[config.mk]
export PLATFORM = sky130hd
export DESIGN_NAME = layer_init_loader
export DESIGN_NICKNAME = d
export VERILOG_FILES = /design/src/rtl/layer_init_loader.sv
export SDC_FILE = /design/constraint.sdc
export NUM_CORES = 1
export LEC_CHECK = 0
export CORE_ASPECT_RATIO = 0.6
export CORE_MARGIN = 3
export CORE_UTILIZATION = 29
export CTS_CLUSTER_SIZE = 40
export DETAILED_ROUTE_END_ITERATION = 8
export GPL_ROUTABILITY_DRIVEN = 0
export HOLD_SLACK_MARGIN = 0.03
export PLACE_DENSITY_LB_ADDON = 0.2
export SLEW_MARGIN = 20
export SYNTH_ARGS = -nofsm -noshare
export SYNTH_HDL_FRONTEND = slang
export SYNTH_SLANG_ARGS = --single-unit
[constraint.sdc]
create_clock -name clk -period 5.2 [get_ports clk]
set_input_delay 1.04 -clock clk [delete_from_list [all_inputs] [get_ports clk]]
set_output_delay 1.04 -clock clk [all_outputs]
set_load 0.01 [all_outputs]
[src/rtl/layer_init_loader.sv]
// Load sequencer: packs a float16 element stream into weight beats and
// feature-map tiles, then issues the configured layer to the accelerator.
module layer_init_loader #(
    parameter int DATA_WIDTH              = 16,
    parameter int PARA_X                  = 3,
    parameter int PARA_Y                  = 3,
    parameter int KERNEL_SIZE_MAX         = 3,
    parameter int PARA_KERNEL             = 2,
    parameter int WRITE_ADDR_WIDTH        = 10,
    parameter int WEIGHT_WRITE_ADDR_WIDTH = 8,
    parameter int FM_SIZE_WIDTH           = 8,
    parameter int KERNEL_SIZE_WIDTH       = 4
) (
    input  logic                         clk,
    input  logic                         rst,
    input  logic                         start,
    input  logic [WEIGHT_WRITE_ADDR_WIDTH:0] cfg_weight_beats,
    input  logic [WRITE_ADDR_WIDTH:0]    cfg_fm_tiles,
    input  logic [1:0]                   cfg_layer_type,
    input  logic [FM_SIZE_WIDTH-1:0]     cfg_fm_size,
    input  logic [KERNEL_SIZE_WIDTH-1:0] cfg_fm_depth,
    input  logic [KERNEL_SIZE_WIDTH-1:0] cfg_kernel_size,
    input  logic [DATA_WIDTH-1:0]        s_data,
    input  logic                         s_valid,
    output logic                         s_ready,
    output logic [1:0]                   layer_type,
    output logic [FM_SIZE_WIDTH-1:0]     fm_size,
    output logic [KERNEL_SIZE_WIDTH-1:0] fm_depth,
    output logic [KERNEL_SIZE_WIDTH-1:0] kernel_size,
    output logic [PARA_X*PARA_Y*DATA_WIDTH-1:0] init_fm_data,
    output logic [WRITE_ADDR_WIDTH-1:0]  write_fm_data_addr,
    output logic                         fm_wr_en,
    output logic                         init_fm_data_done,
    output logic [KERNEL_SIZE_MAX*KERNEL_SIZE_MAX*PARA_KERNEL*DATA_WIDTH-1:0] weight_data,
    output logic [WEIGHT_WRITE_ADDR_WIDTH*PARA_KERNEL-1:0] write_weight_data_addr,
    output logic                         weight_wr_en,
    output logic                         weight_data_done,
    input  logic                         init_fm_ram_ready,
    input  logic                         init_weight_ram_ready,
    input  logic                         layer_ready,
    output logic                         busy,
    output logic                         load_done
);

    localparam int DW    = DATA_WIDTH;
    localparam int K2    = KERNEL_SIZE_MAX * KERNEL_SIZE_MAX;
    localparam int WG    = K2 * PARA_KERNEL;
    localparam int FG    = PARA_X * PARA_Y;
    localparam int NSLOT = (WG > FG) ? WG : FG;
    localparam int SUBN  = (K2 > FG) ? K2 : FG;
    localparam int SW    = (SUBN > 1) ? $clog2(SUBN) : 1;
    localparam int KW    = (PARA_KERNEL > 1) ? $clog2(PARA_KERNEL) : 1;
    localparam int WWA   = WEIGHT_WRITE_ADDR_WIDTH;
    localparam int WA    = WRITE_ADDR_WIDTH;
    localparam int GW    = WRITE_ADDR_WIDTH + 1;

    localparam logic [SW-1:0] SUB_W_LAST = SW'(K2 - 1);
    localparam logic [SW-1:0] SUB_F_LAST = SW'(FG - 1);
    localparam logic [KW-1:0] KER_LAST   = KW'(PARA_KERNEL - 1);

    typedef enum logic [2:0] {
        S_IDLE,
        S_LOAD_W,
        S_LOAD_FM,
        S_FM_DONE,
        S_WAIT_RDY,
        S_RUN
    } state_t;

    state_t state_q, state_d;

    logic [WWA:0]               cfg_beats_q, cfg_beats_d;
    logic [WA:0]                cfg_tiles_q, cfg_tiles_d;
    logic [1:0]                 cfg_lt_q, cfg_lt_d;
    logic [FM_SIZE_WIDTH-1:0]   cfg_size_q, cfg_size_d;
    logic [KERNEL_SIZE_WIDTH-1:0] cfg_depth_q, cfg_depth_d;
    logic [KERNEL_SIZE_WIDTH-1:0] cfg_ks_q, cfg_ks_d;

    logic [SW-1:0]              sub_q, sub_d;
    logic [KW-1:0]              ker_q, ker_d;
    logic [GW-1:0]              grp_q, grp_d;
    logic [NSLOT*DW-1:0]        buf_q, buf_d;

    logic [WG*DW-1:0]           wdata_q, wdata_d;
    logic [WWA-1:0]             waddr_q, waddr_d;
    logic                       wwr_q, wwr_d;
    logic                       wdone_q, wdone_d;
    logic [FG*DW-1:0]           fdata_q, fdata_d;
    logic [WA-1:0]              faddr_q, faddr_d;
    logic                       fwr_q, fwr_d;
    logic                       fdone_q, fdone_d;

    logic [1:0]                 lt_q, lt_d;
    logic [FM_SIZE_WIDTH-1:0]   size_q, size_d;
    logic [KERNEL_SIZE_WIDTH-1:0] depth_q, depth_d;
    logic [KERNEL_SIZE_WIDTH-1:0] ks_q, ks_d;
    logic                       load_done_q, load_done_d;

    logic                       accept;
    logic                       tiles_zero;
    logic                       w_kern_end;
    logic                       w_beat_end;
    logic                       f_tile_end;
    logic [GW-1:0]              grp_inc;
    logic                       w_final;
    logic                       f_final;
    logic                       rams_ready;
    int                         slot;

    assign accept     = s_valid && s_ready;
    assign tiles_zero = (cfg_tiles_q == '0);
    assign w_kern_end = (sub_q == SUB_W_LAST);
    assign w_beat_end = w_kern_end && (ker_q == KER_LAST);
    assign f_tile_end = (sub_q == SUB_F_LAST);
    assign grp_inc    = grp_q + 1'b1;
    assign w_final    = (grp_inc == GW'(cfg_beats_q));
    assign f_final    = (grp_inc == cfg_tiles_q);
    assign rams_ready = init_fm_ram_ready && init_weight_ram_ready;

    // State register
    always_ff @(posedge clk or negedge rst) begin
        if (!rst) begin
            state_q <= S_IDLE;
        end else begin
            state_q <= state_d;
        end
    end

    // Next-state logic
    always_comb begin
        state_d = state_q;
        unique case (state_q)
            S_IDLE: begin
                if (start) begin
                    state_d = (cfg_weight_beats == '0) ? S_LOAD_FM : S_LOAD_W;
                end
            end
            S_LOAD_W: begin
                if (accept && w_beat_end && w_final) begin
                    state_d = S_LOAD_FM;
                end
            end
            S_LOAD_FM: begin
                if (tiles_zero || (accept && f_tile_end && f_final)) begin
                    state_d = S_FM_DONE;
                end
            end
            S_FM_DONE:  state_d = S_WAIT_RDY;
            S_WAIT_RDY: begin
                if (rams_ready) begin
                    state_d = S_RUN;
                end
            end
            S_RUN: begin
                if (layer_ready) begin
                    state_d = S_IDLE;
                end
            end
            default: state_d = S_IDLE;
        endcase
    end

    // State-decoded outputs; a zero-tile load never opens the stream
    always_comb begin
        s_ready = (state_q == S_LOAD_W) ||
                  ((state_q == S_LOAD_FM) && !tiles_zero);
        busy    = (state_q != S_IDLE);
    end

    // Slot of the incoming element: kernel 0 low, first element at the top
    always_comb begin
        if (state_q == S_LOAD_W) begin
            slot = int'(ker_q) * K2 + (K2 - 1) - int'(sub_q);
        end else begin
            slot = (FG - 1) - int'(sub_q);
        end
    end

    // Datapath next-state: packing, write strobes, flags and layer issue
    always_comb begin
        cfg_beats_d = cfg_beats_q;
        cfg_tiles_d = cfg_tiles_q;
        cfg_lt_d    = cfg_lt_q;
        cfg_size_d  = cfg_size_q;
        cfg_depth_d = cfg_depth_q;
        cfg_ks_d    = cfg_ks_q;
        sub_d       = sub_q;
        ker_d       = ker_q;
        grp_d       = grp_q;
        buf_d       = buf_q;
        wdata_d     = wdata_q;
        waddr_d     = waddr_q;
        wwr_d       = 1'b0;
        wdone_d     = wdone_q;
        fdata_d     = fdata_q;
        faddr_d     = faddr_q;
        fwr_d       = 1'b0;
        fdone_d     = fdone_q;
        lt_d        = lt_q;
        size_d      = size_q;
        depth_d     = depth_q;
        ks_d        = ks_q;
        load_done_d = 1'b0;

        if (accept) begin
            for (int e = 0; e < NSLOT; e++) begin
                if (e == slot) begin
                    buf_d[e*DW +: DW] = s_data;
                end
            end
        end

        unique case (state_q)
            S_IDLE: begin
                if (start) begin
                    cfg_beats_d = cfg_weight_beats;
                    cfg_tiles_d = cfg_fm_tiles;
                    cfg_lt_d    = cfg_layer_type;
                    cfg_size_d  = cfg_fm_size;
                    cfg_depth_d = cfg_fm_depth;
                    cfg_ks_d    = cfg_kernel_size;
                    sub_d       = '0;
                    ker_d       = '0;
                    grp_d       = '0;
                    wdone_d     = (cfg_weight_beats == '0);
                    fdone_d     = 1'b0;
                    lt_d        = 2'd0;
                end
            end
            S_LOAD_W: begin
                if (accept) begin
                    if (!w_kern_end) begin
                        sub_d = sub_q + 1'b1;
                    end else begin
                        sub_d = '0;
                        if (!w_beat_end) begin
                            ker_d = ker_q + 1'b1;
                        end else begin
                            ker_d   = '0;
                            wdata_d = buf_d[WG*DW-1:0];
                            waddr_d = grp_q[WWA-1:0];
                            wwr_d   = 1'b1;
                            grp_d   = w_final ? '0 : grp_inc;
                        end
                    end
                end
            end
            S_LOAD_FM: begin
                // first LOAD_FM edge is one cycle after the final weight write
                wdone_d = 1'b1;
                if (tiles_zero) begin
                    fdone_d = 1'b1;
                end
                if (accept) begin
                    if (!f_tile_end) begin
                        sub_d = sub_q + 1'b1;
                    end else begin
                        sub_d   = '0;
                        fdata_d = buf_d[FG*DW-1:0];
                        faddr_d = grp_q[WA-1:0];
                        fwr_d   = 1'b1;
                        grp_d   = grp_inc;
                    end
                end
            end
            S_FM_DONE: begin
                fdone_d = 1'b1;
            end
            S_WAIT_RDY: begin
                if (rams_ready) begin
                    lt_d    = cfg_lt_q;
                    size_d  = cfg_size_q;
                    depth_d = cfg_depth_q;
                    ks_d    = cfg_ks_q;
                end
            end
            S_RUN: begin
                if (layer_ready) begin
                    load_done_d = 1'b1;
                end
            end
            default: ;
        endcase
    end

    // Datapath registers
    always_ff @(posedge clk or negedge rst) begin
        if (!rst) begin
            cfg_beats_q <= '0;
            cfg_tiles_q <= '0;
            cfg_lt_q    <= '0;
            cfg_size_q  <= '0;
            cfg_depth_q <= '0;
            cfg_ks_q    <= '0;
            sub_q       <= '0;
            ker_q       <= '0;
            grp_q       <= '0;
            buf_q       <= '0;
            wdata_q     <= '0;
            waddr_q     <= '0;
            wwr_q       <= 1'b0;
            wdone_q     <= 1'b0;
            fdata_q     <= '0;
            faddr_q     <= '0;
            fwr_q       <= 1'b0;
            fdone_q     <= 1'b0;
            lt_q        <= '0;
            size_q      <= '0;
            depth_q     <= '0;
            ks_q        <= '0;
            load_done_q <= 1'b0;
        end else begin
            cfg_beats_q <= cfg_beats_d;
            cfg_tiles_q <= cfg_tiles_d;
            cfg_lt_q    <= cfg_lt_d;
            cfg_size_q  <= cfg_size_d;
            cfg_depth_q <= cfg_depth_d;
            cfg_ks_q    <= cfg_ks_d;
            sub_q       <= sub_d;
            ker_q       <= ker_d;
            grp_q       <= grp_d;
            buf_q       <= buf_d;
            wdata_q     <= wdata_d;
            waddr_q     <= waddr_d;
            wwr_q       <= wwr_d;
            wdone_q     <= wdone_d;
            fdata_q     <= fdata_d;
            faddr_q     <= faddr_d;
            fwr_q       <= fwr_d;
            fdone_q     <= fdone_d;
            lt_q        <= lt_d;
            size_q      <= size_d;
            depth_q     <= depth_d;
            ks_q        <= ks_d;
            load_done_q <= load_done_d;
        end
    end

    assign layer_type             = lt_q;
    assign fm_size                = size_q;
    assign fm_depth               = depth_q;
    assign kernel_size            = ks_q;
    assign init_fm_data           = fdata_q;
    assign write_fm_data_addr     = faddr_q;
    assign fm_wr_en               = fwr_q;
    assign init_fm_data_done      = fdone_q;
    assign weight_data            = wdata_q;
    assign write_weight_data_addr = {PARA_KERNEL{waddr_q}};
    assign weight_wr_en           = wwr_q;
    assign weight_data_done       = wdone_q;
    assign load_done              = load_done_q;

endmodule

### After elaboration in Yosys (flattened, before gate mapping)

Index checks and enable logic that the tools add are counted.

* add/sub/neg operators: 6
* multiply operators: 1
* eq/ne operators: 37
* muxes and demuxes: 60
* reductions and logical operators: 34

Operators with widths (count)
* $mux W16: 18
* $mux W288: 1
* $eq A5 B32 Y1 const A: 8
* $eq A4 B32 Y1 const A: 4
* $mux W11: 7
* $eq A3 B32 Y1 const A: 2
* $eq A6 B32 Y1 const A: 2
* $pmux W11 S3: 1
* $eq A2 B32 Y1 const A: 1
* $logic_not A32 Y1: 1
* $mux W32: 1
* $ne A2 B2 Y1 const B: 11
* $pmux W3 S6: 1
* $mux W1: 15
* $mux W3: 5
* $mux W4: 3
* $reduce_and A3 Y1: 4
* $add A11 B1 Y11 const B: 1
* $eq A11 B11 Y1: 1
* $eq A11 B9 Y1: 1
* $logic_not A11 Y1: 1
* $logic_not A9 Y1: 1
* $reduce_bool A3 Y1: 3
* $logic_and A1 B1 Y1: 8
* other kinds (25): 37

* bits in registers: 818
* input bits: 61
* output and inout bits: 483
* logic and storage cells: 162

### Logic depth before layout (Yosys ltp)

Gate-level depths: netlist of run 1.

* depth after elaboration: 10
* depth in mapped cells: 14
* depth with buffers taken out: 11

### Worst setup path after synthesis of run 1

No wires, ideal clock.

* kind: input to register
* start point: input port s_valid
* end point: register wdata_q[208], in the netlist weight_data[208]
* setup time: 0.125 ns
* data arrival time: 3.056 ns
* data required time: 5.075 ns
* slack: 2.019 ns
* stages on the path: 7
* path buffers: 2
* path through: clkbuf_1 o211a_1 nand4_1 nor3_2 buf_4 mux2_2 mux2_2

* longest elaborated chain between the ends: 2
* elaborated cells on any way between the ends: 3
* those cells by class: 1 x mux; 2 x reduce/logical

Ends and longest elaborated chain
* from (decl): RTL line 24 `input logic s_valid,`
* $logic_and A1 B1 Y1: RTL line 110 `assign accept = s_valid && s_ready;`
* $mux W288: RTL line 205 `if (accept) begin`
* net buf_d[208]: RTL line 82 `logic [NSLOT*DW-1:0] buf_q, buf_d;`
* to (signal assigned): RTL line 323 `wdata_q <= wdata_d;`
* to (decl): RTL line 84 `logic [WG*DW-1:0] wdata_q, wdata_d;`

The timed path passes the listed nets, and every way through them passes these cells.
A chain may end at the register's enable or synchronous reset.

### Worst setup path in the final report of run 1

* start point: register state_q[2]
* end point: register wdata_q[213], in the netlist weight_data[213]

* longest elaborated chain between the ends: 5
* elaborated cells on any way between the ends: 10
* those cells by class: 3 x eq/ne; 3 x mux; 4 x reduce/logical

Ends and longest elaborated chain
* from (decl): RTL line 70 `state_t state_q, state_d;`
* from (signal assigned): RTL line 125 `state_q <= state_d;`
* $eq A3 B1 Y1 / $eq A3 B2 Y1 (equally long branches): RTL line 165, 172, 166
* $mux W32 / $logic_and A1 B1 Y1 (equally long branches): RTL line 172, 166
* $eq A5 B32 Y1 / $logic_or A1 B1 Y1 (equally long branches): RTL line 207, 165
* $mux W16 / $logic_and A1 B1 Y1 (equally long branches): RTL line 207, 110
* $mux W288 *: RTL line 205
* net buf_d[213]: RTL line 82

The timed path passes the listed nets; every way through them passes the cells marked *.

==> impl_metrics.toml, run 1 <==
[run_status]
status = "completed"

[clocking]
cts_tree = "yes"
holdBufCountCts = 0
cts_buffer_depth = 3
clk_latency_ns = 0.67
cts.sinks = 818
clkTransAtPathRegs_ns = 0.07
cts_setup_buffers = 0
cts_resized = 0
cts_buffers = 84
cts_max_level = 3
cts-root-buf = "clkbuf_16"

[finish]
utilization = 0.388
nets = 3078
area_growth_pct = 31.3
fin_cells = 4551
fillers = 10224
drive_above_1_share = 0.239

[global_routing]
gr-total-overflow = 0
grt_pass1_vias = 21941
grt_pass1_wl_mm = 149
grt_max_degree = 210
gr-usage-all-layers = 0.174
antenna_found_initial = 12

[yosys]
netlist_area_um2 = 32000
synth_adder_area_share = 0.00313
synthCells = 2473
ys_seq_elements = 818
syn-num-nets = 2542
synth-compound-area-share = 0.0331
synth-xor-area-share = 0.00755
ys_top_cells_by_area = "dfrtp_1 64%, mux2_2 17%, nand2_1 5.8%"
synthMuxAreaShare = 0.199
yosysUniqueCellTypes = 69
synth_top_family_by_area = "multiplexers"
yosysTopAreaCellShare = 0.640
synth_area_leader_cell = "dfrtp_1"
synth_area_per_cell_um2 = 12.9
ys_dominant_reg_cell = "dfrtp_1"
async_flop_share = 1.00
synth_edf_count = 0
yosysWarnings = 0
synth-seq-area-share = 0.640
synth-simple-area-share = 0.0895

[job]
maxCapViolations = 0

[die]
die_area_um2 = 114000
boundaryPins = 544
fp.dieH_um = 263
start_util = 0.295
coreArea_um2 = 108000
rows = 93
die_w_um = 435

[timing]
relSlewSlack = 0.283
worstMarginPinSlew_ns = 1.08
setup_viol = 0
finalCriticalPeriod_ns = 3.94
finalCritPeriodShare = 0.758
fin_skew_ns = 0.0280
final_max_slew_viol_count = 0
setup_tns_ns = 0
rsz0062_at_grt = "false"
max_clock_freq_mhz = 254
hold_violations = 0

[drt]
vias = 20969
drtIter0Drc = 1335
dr.pass1.iters = 5
ant_nets = 0
avgRoutedWirePerCell_um = 22.1
drt_wl_total_mm = 101
routed_via_density = 4.61
drc = 0

[setup_path]
crit_chain = "or3b_1 > mux2i_4 > nand4_1 > nor3_4 > mux2_2 > mux2_2"
cp_max_fo = 24
startpoint_type = "flip-flop"
worstRegToRegCells = 6
r2r-end = "weight_data[213]"
crit_path_frequent_cell = "mux2_2"
cp-startpoint = "state_q[2]"
crit_path_max_incr_delay_ns = 0.92
r2r_start = "state_q[2]"
required_ns = 5.73
cp-end-kind = "flip-flop"
reg2reg_slack_ns = 1.26
cp_data_arrival_time_ns = 4.47
crit_slowest_cell = "dfrtp_1"
crit_type = "reg -> reg"

[placement]
dp_hpwl_mm = 66.0
portBuffers = 543
dp_cells = 4394

[pwr]
power-per-cell-area_nw_per_um2 = 539
peakVddDrop_mv = 0.264
p_total_mw = 22.6
p_leak_nw = 19.5

[hold_path]
holdCritPathClass = "in -> async"
==> cell usage in the layout (no fill, tap or decap), types with 11 or more instances in the layout <==
master           count
a21oi_1             62
buf_2               16
buf_4               44
clkbuf_1            18
clkbuf_16           85
clkbuf_8            17
clkdlybuf4s50_1    526
clkinv_2            11
dfrtp_1            818
inv_1               59
mux2_2             470
mux2_4              28
mux2i_1             52
nand2_1            496
nand3_1             17
nor2_1              68
nor3_4              12
o21ai_0             68
xnor2_1             18
==> logic make-up (layout without fill, tap and decap cells) <==
family                   count (synthesis)  count (layout)
other                                    0               5
flip-flops                             818             818
multiplexers                           561             561
adder cells (fa/ha/maj)                  8               8
buffers and inverters                  209             810
AO/OA/AOI/OAI                          182             182
AND/OR/NAND/NOR                        669             669
XOR/XNOR                                26              26
==> critical path: cells and delay by family, from the launching register on <==
kind | cells | cell delay (ns)
mux | 3 | 1.05
flops | 1 | 0.92
simple gates | 3 | 1.83
==> where the power goes <==
group | total (mW) | leakage [nW] | internal, mW | switching, mW
Sequential | 9.47 | 10.8 | 8.43 | 1.04
Combinational | 6.96 | 7.32 | 3.64 | 3.31
Clock | 6.21 | 1.37 | 3.57 | 2.64
==> cells in the mapped netlist (5+ instances only) <==
master and n:
or3_1 6, a31oi_1 5, buf_2 13, nand3_1 17, nor3_1 11, clkbuf_1 107
nand4_1 9, o21ai_0 68, xor2_1 7, mux2_1 10, o21ai_1 6, mux2_4 28
mux2_2 470, nor3_2 12, ha_1 8, mux2i_1 52, dfrtp_1 818, nand2_1 496
o31ai_1 6, nor2_1 71, buf_1 9, a21oi_1 62, nand2b_1 7, buf_4 15
xnor2_1 18, inv_1 59
==> layout make-up <==
class | count | area (um^2) | area share
diodes | 5 | 12.5 | 0.000298
clock buffers | 120 | 2430 | 0.0578
clock inverters | 31 | 382 | 0.00909
inverters | 61 | 231 | 0.00551
multi-input cells | 1446 | 10700 | 0.255
flip-flops and latches | 818 | 20500 | 0.487
well taps | 1472 | 1840 | 0.0439
repair buffers | 598 | 5920 | 0.141
==> per-stage QoR <==
step,hold WS (ns),worst slack (ns),area [um^2]
finish,0.381,1.26,42000
detailed placement,0.449,1.04,39100
floorplan,0.432,2.02,32000
global placement,0.444,1.13,39100
CTS,0.384,1.26,42000
global route,0.401,1.01,42000
==> registers in the layout, indices dropped and copies added (netlist names), 8 cells and up <==
name                count
grp_q                  11
waddr_q                 8
cfg_size_q              8
cfg_beats_q             9
write_fm_data_addr     10
weight_data           288
init_fm_data          144
buf_q                 288
cfg_tiles_q            11
fm_size                 8
==> layer usage <==
| layer | GRT usage | part of all wire |
|---|---|---|
| met5 | 0 | 0 |
| met4 | 0.0458 | 0.025 |
| met2 | 0.283 | 0.47 |
| met1 | 0.230 | 0.44 |
| met3 | 0.0427 | 0.063 |
==> worst max path at each step <==
stage / end / slack (ns)
6_report: weight_data[213] / 1.26
5_1_grt: weight_data[217] / 1.01
4_1_cts: weight_data[213] / 1.26
3_5_place_dp: weight_data[222] / 1.04
3_3_place_gp: weight_data[221] / 1.13
2_1_floorplan: weight_data[208] / 2.02
Power figures use the tool's default switching activity.
==> run 2, diff against run 1 <==
==> constraint.sdc (replaced) <==
create_clock -name clk -period 3.8 [get_ports clk]
set_input_delay 0.76 -clock clk [delete_from_list [all_inputs] [get_ports clk]]
set_output_delay 0.76 -clock clk [all_outputs]
set_load 0.01 [all_outputs]
==> impl_metrics.toml, run 2 (synthesized netlist as in run 1, its figures left out) <==
[clocking]
cts_resized = 0
cts.sinks = 818
cts_buffer_depth = 3
cts-root-buf = "clkbuf_16"
cts_max_level = 3
cts_tree = "yes"
holdBufCountCts = 0
clkTransAtPathRegs_ns = 0.06
cts_buffers = 81
clk_latency_ns = 0.66
cts_setup_buffers = 0

[global_routing]
grt_pass1_vias = 22280
gr-total-overflow = 0
grt_max_degree = 91
grt_pass1_wl_mm = 152
gr-usage-all-layers = 0.177
antenna_found_initial = 14

[finish]
utilization = 0.390
multiInputGateArea_um2 = 10700
fin_cells = 4572
nets = 3100
layout.cells.most_common = "dfrtp_1"
regArea_um2 = 20500
area_growth_pct = 32.1
drive_above_1_share = 0.247
fillers = 10205
layout_common_cells = "818 x dfrtp_1, 526 x clkdlybuf4s50_1, 496 x nand2_1"

[setup_path]
cp_max_fo = 16
crit_type = "reg -> reg"
path_delay_family = "multiplexers"
startpoint_type = "flip-flop"
worstRegToRegCells = 11
crit_chain = "inv_1 > ha_1 > inv_1 > ha_1 > nor3b_1 > mux2i_1 > a31oi_2 > or3_1 > buf_4 > mux2_2 > mux2_2"
cp_num_buf_inv = 3
cp.depth = 11
required_ns = 4.34
cp-end-kind = "flip-flop"
crit_slowest_cell = "a31oi_2"
crit_path_max_incr_delay_ns = 0.83
cp_data_arrival_time_ns = 4.18

[pwr]
peakVddDrop_mv = 0.418
power-per-cell-area_nw_per_um2 = 733
p_total_mw = 31.0
p_leak_nw = 19.6

[run_status]
status = "completed"

[timing]
fin_skew_ns = 0.0241
final_max_slew_viol_count = 0
finalCritPeriodShare = 0.958
max_clock_freq_mhz = 275
setup_viol = 0
hold_violations = 0
worst_hold_slack_ns = 0.181
worstMarginPinSlew_ns = 1.09
rsz0062_at_grt = "true"
finalCriticalPeriod_ns = 3.64
relSlewSlack = 0.271

[placement]
dp_hpwl_mm = 69.9
dp_cells = 4420
portBuffers = 543

[die]
start_util = 0.295
die_area_um2 = 114000
die_w_um = 435
fp.dieH_um = 263
boundaryPins = 544
coreArea_um2 = 108000
rows = 93

[drt]
drc = 0
dr.pass1.iters = 6
ant_nets = 0
routed_via_density = 4.62
drtIter0Drc = 1619
drt_wl_total_mm = 103
vias = 21141
avgRoutedWirePerCell_um = 22.5

[job]
maxCapViolations = 0

[hold_path]
holdCritPathClass = "in -> async"
-- run 2: cell types whose count changed in the layout (fill, tap and decap cells not counted), sizes merged --
cell	change
diode	+2
clkinv	+5
clkbuf	-12
buf	+25
clkinvlp	+1
-- run 2: worst paths after layout --
kind	from	end	slack, ns
hold / removal	rst	cfg_beats_q[2]	0.18
setup reg to reg	ker_q	weight_data[176]	0.16
hold reg to reg	buf_q[53]	init_fm_data[53]	0.46
setup / recovery	ker_q	weight_data[176]	0.16
min in group clk	buf_q[53]	init_fm_data[53]	0.46
max in group asynchronous	rst	init_fm_data[110]	2.53
-- run 2: cell type report --
class                   instances  area share
repair buffers                623       0.148
well taps                    1472      0.0436
multi-input cells            1446       0.253
clock inverters                37      0.0105
clock buffers                 108      0.0546
inverters                      61     0.00548
diodes                          7    0.000415
flip-flops and latches        818       0.484
-- run 2: power breakdown --
group	total, mW	internal [mW]	switching [mW]
Sequential	13.1	11.5	1.55
Clock	8.34	4.73	3.61
Combinational	9.55	5.05	4.50
-- run 2: metal layers --
layer,GRT usage,share of wire
met1,0.240,0.45
met2,0.285,0.47
met3,0.0393,0.054
met4,0.0509,0.025
met5,0,0
-- run 2: per-stage QoR --
stage | setup slack, ns | cell area, um^2 | TNS [ns]
floorplan | 0.732 | 32000 | 0
global placement | 0.161 | 39500 | 0
detailed placement | 0.101 | 39500 | 0
CTS | 0.217 | 42200 | 0
global route | -0.0453 | 42200 | -0.303
finish | 0.159 | 42300 | 0
==> run 3, diff against run 2 <==
--- a/config.mk
+++ b/config.mk
@@ -8,11 +8,13 @@
 export CORE_ASPECT_RATIO = 0.6
 export CORE_MARGIN = 3
 export CORE_UTILIZATION = 29
+export CTS_CLUSTER_DIAMETER = 150
 export CTS_CLUSTER_SIZE = 40
 export DETAILED_ROUTE_END_ITERATION = 8
 export GPL_ROUTABILITY_DRIVEN = 0
 export HOLD_SLACK_MARGIN = 0.03
 export PLACE_DENSITY_LB_ADDON = 0.2
+export REMOVE_ABC_BUFFERS = 1
 export SLEW_MARGIN = 20
 export SYNTH_ARGS = -nofsm -noshare
 export SYNTH_HDL_FRONTEND = slang
==> impl_metrics.toml, run 3 (synthesized netlist as in run 1, its figures left out) <==
[setup_path]
path_delay_family = "multiplexers"
cp-startpoint = "ker_q"
cp.depth = 11
crit_slowest_cell = "a31oi_2"
worstRegToRegCells = 11
cp_data_arrival_time_ns = 4.12
cp-end-kind = "flip-flop"
required_ns = 4.34
endpoint = "weight_data[161]"
startpoint_type = "flip-flop"
crit_chain = "inv_1 > ha_1 > inv_1 > ha_1 > nor3b_1 > mux2i_1 > a31oi_2 > or3_1 > buf_4 > mux2_2 > mux2_2"
cp_max_fo = 16
reg2reg_slack_ns = 0.22
cp_num_buf_inv = 3
r2r-end = "weight_data[161]"
crit_type = "reg -> reg"
r2r_start = "ker_q"
crit_path_max_incr_delay_ns = 0.75

[timing]
hold_violations = 0
fin_skew_ns = 0.0337
worstMarginPinSlew_ns = 1.10
relSlewSlack = 0.264
finalCritPeriodShare = 0.942
rsz0062_at_grt = "false"
finalCriticalPeriod_ns = 3.58
max_clock_freq_mhz = 279
final_max_slew_viol_count = 0
setup_viol = 0

[die]
rows = 93
boundaryPins = 544
fp.dieH_um = 263
die_area_um2 = 114000
die_w_um = 435
coreArea_um2 = 108000
start_util = 0.295

[finish]
drive_above_1_share = 0.216
area_growth_pct = 25.6
fillers = 10483
layout.cells.most_common = "dfrtp_1"
layout_common_cells = "818 x dfrtp_1, 534 x clkdlybuf4s50_1, 496 x nand2_1"
fin_cells = 4447
nets = 3041

[global_routing]
antenna_found_initial = 10
grt_pass1_vias = 21437
gr-usage-all-layers = 0.165
grt_max_degree = 93
gr-total-overflow = 0
grt_pass1_wl_mm = 145

[clocking]
cts_tree = "yes"
clk_latency_ns = 0.65
cts-root-buf = "clkbuf_16"
cts_max_level = 1
cts_resized = 0
clkTransAtPathRegs_ns = 0.16
holdBufCountCts = 0
cts_buffer_depth = 3
cts_buffers = 24
cts.sinks = 818
cts_setup_buffers = 0

[drt]
avgRoutedWirePerCell_um = 21.8
vias = 20592
routed_via_density = 4.63
ant_nets = 0
drc = 0
drt_wl_total_mm = 96.9
drtIter0Drc = 1502
dr.pass1.iters = 5

[placement]
dp_cells = 4418
dp_hpwl_mm = 65.7
portBuffers = 543

[run_status]
status = "completed"

[pwr]
peakVddDrop_mv = 0.315
power-per-cell-area_nw_per_um2 = 656
p_total_mw = 26.4
p_leak_nw = 18.6

[job]
maxCapViolations = 0

[hold_path]
holdCritPathClass = "in -> async"
-- run 3: cell types whose count changed in the layout (fill, tap and decap cells not counted), sizes merged --
| cell | delta |
|---|---|
| buf | -10 |
| bufinv | -6 |
| clkbuf | -83 |
| clkdlybuf4s50 | +8 |
| clkinv | -20 |
| clkinvlp | -5 |
| diode | -4 |
| inv | -5 |
-- run 3: routing by layer --
layer  wire length, um  track usage
met1             45700        0.237
met5                 0            0
met2             45200        0.269
met4              1740       0.0273
met3              4250       0.0245
-- run 3: layout make-up --
cell class              count  area (um^2)  area share
clock buffers              25          626      0.0156
inverters                  61          231     0.00576
repair buffers            621         6250       0.156
diodes                      3         7.51    0.000187
well taps                1472         1840      0.0458
flip-flops and latches    818        20500       0.510
clock inverters             1         30.0    0.000748
multi-input cells        1446        10700       0.267
-- run 3: power breakdown --
group	total (mW)	switching [mW]	internal (mW)
clock network	3.85	2.64	1.21
registers	13.1	1.56	11.5
logic	9.47	4.41	5.05
total	26.4	8.61	17.8
-- run 3: worst reg2reg max path, cell delays in order (launching register included) --
cell and delay [ns]:
dfrtp_1 0.44, inv_1 0.11, ha_1 0.19, inv_1 0.07, ha_1 0.17, nor3b_1 0.31, mux2i_1 0.19, a31oi_2 0.75
or3_1 0.22, buf_4 0.35, mux2_2 0.42, mux2_2 0.26
-- run 3: worst min-delay path by stage --
stage,from,depth (start not counted),endpoint,slack [ns]
finish,rst,1,buf_q[191],0.18
CTS,rst,1,buf_q[191],0.18
detailed placement,buf_q[26],2,init_fm_data[26],0.45
global placement,buf_q[53],2,init_fm_data[53],0.44
global route,rst,1,buf_q[191],0.20
floorplan,buf_q[25],2,init_fm_data[25],0.43
-- run 3: metrics by stage --
step	setup TNS [ns]	util	worst slack [ns]	area [um^2]	hold WS (ns)
2_1_floorplan	-7087.84	-	-21.68	31300	0.432
3_3_place_gp	0	0.365	0.274	39500	0.443
3_5_place_dp	0	0.365	0.287	39500	0.454
4_1_cts	0	0.371	0.252	40200	0.177
5_1_grt	0	0.371	0.00542	40200	0.196
6_report	0	0.371	0.222	40200	0.183
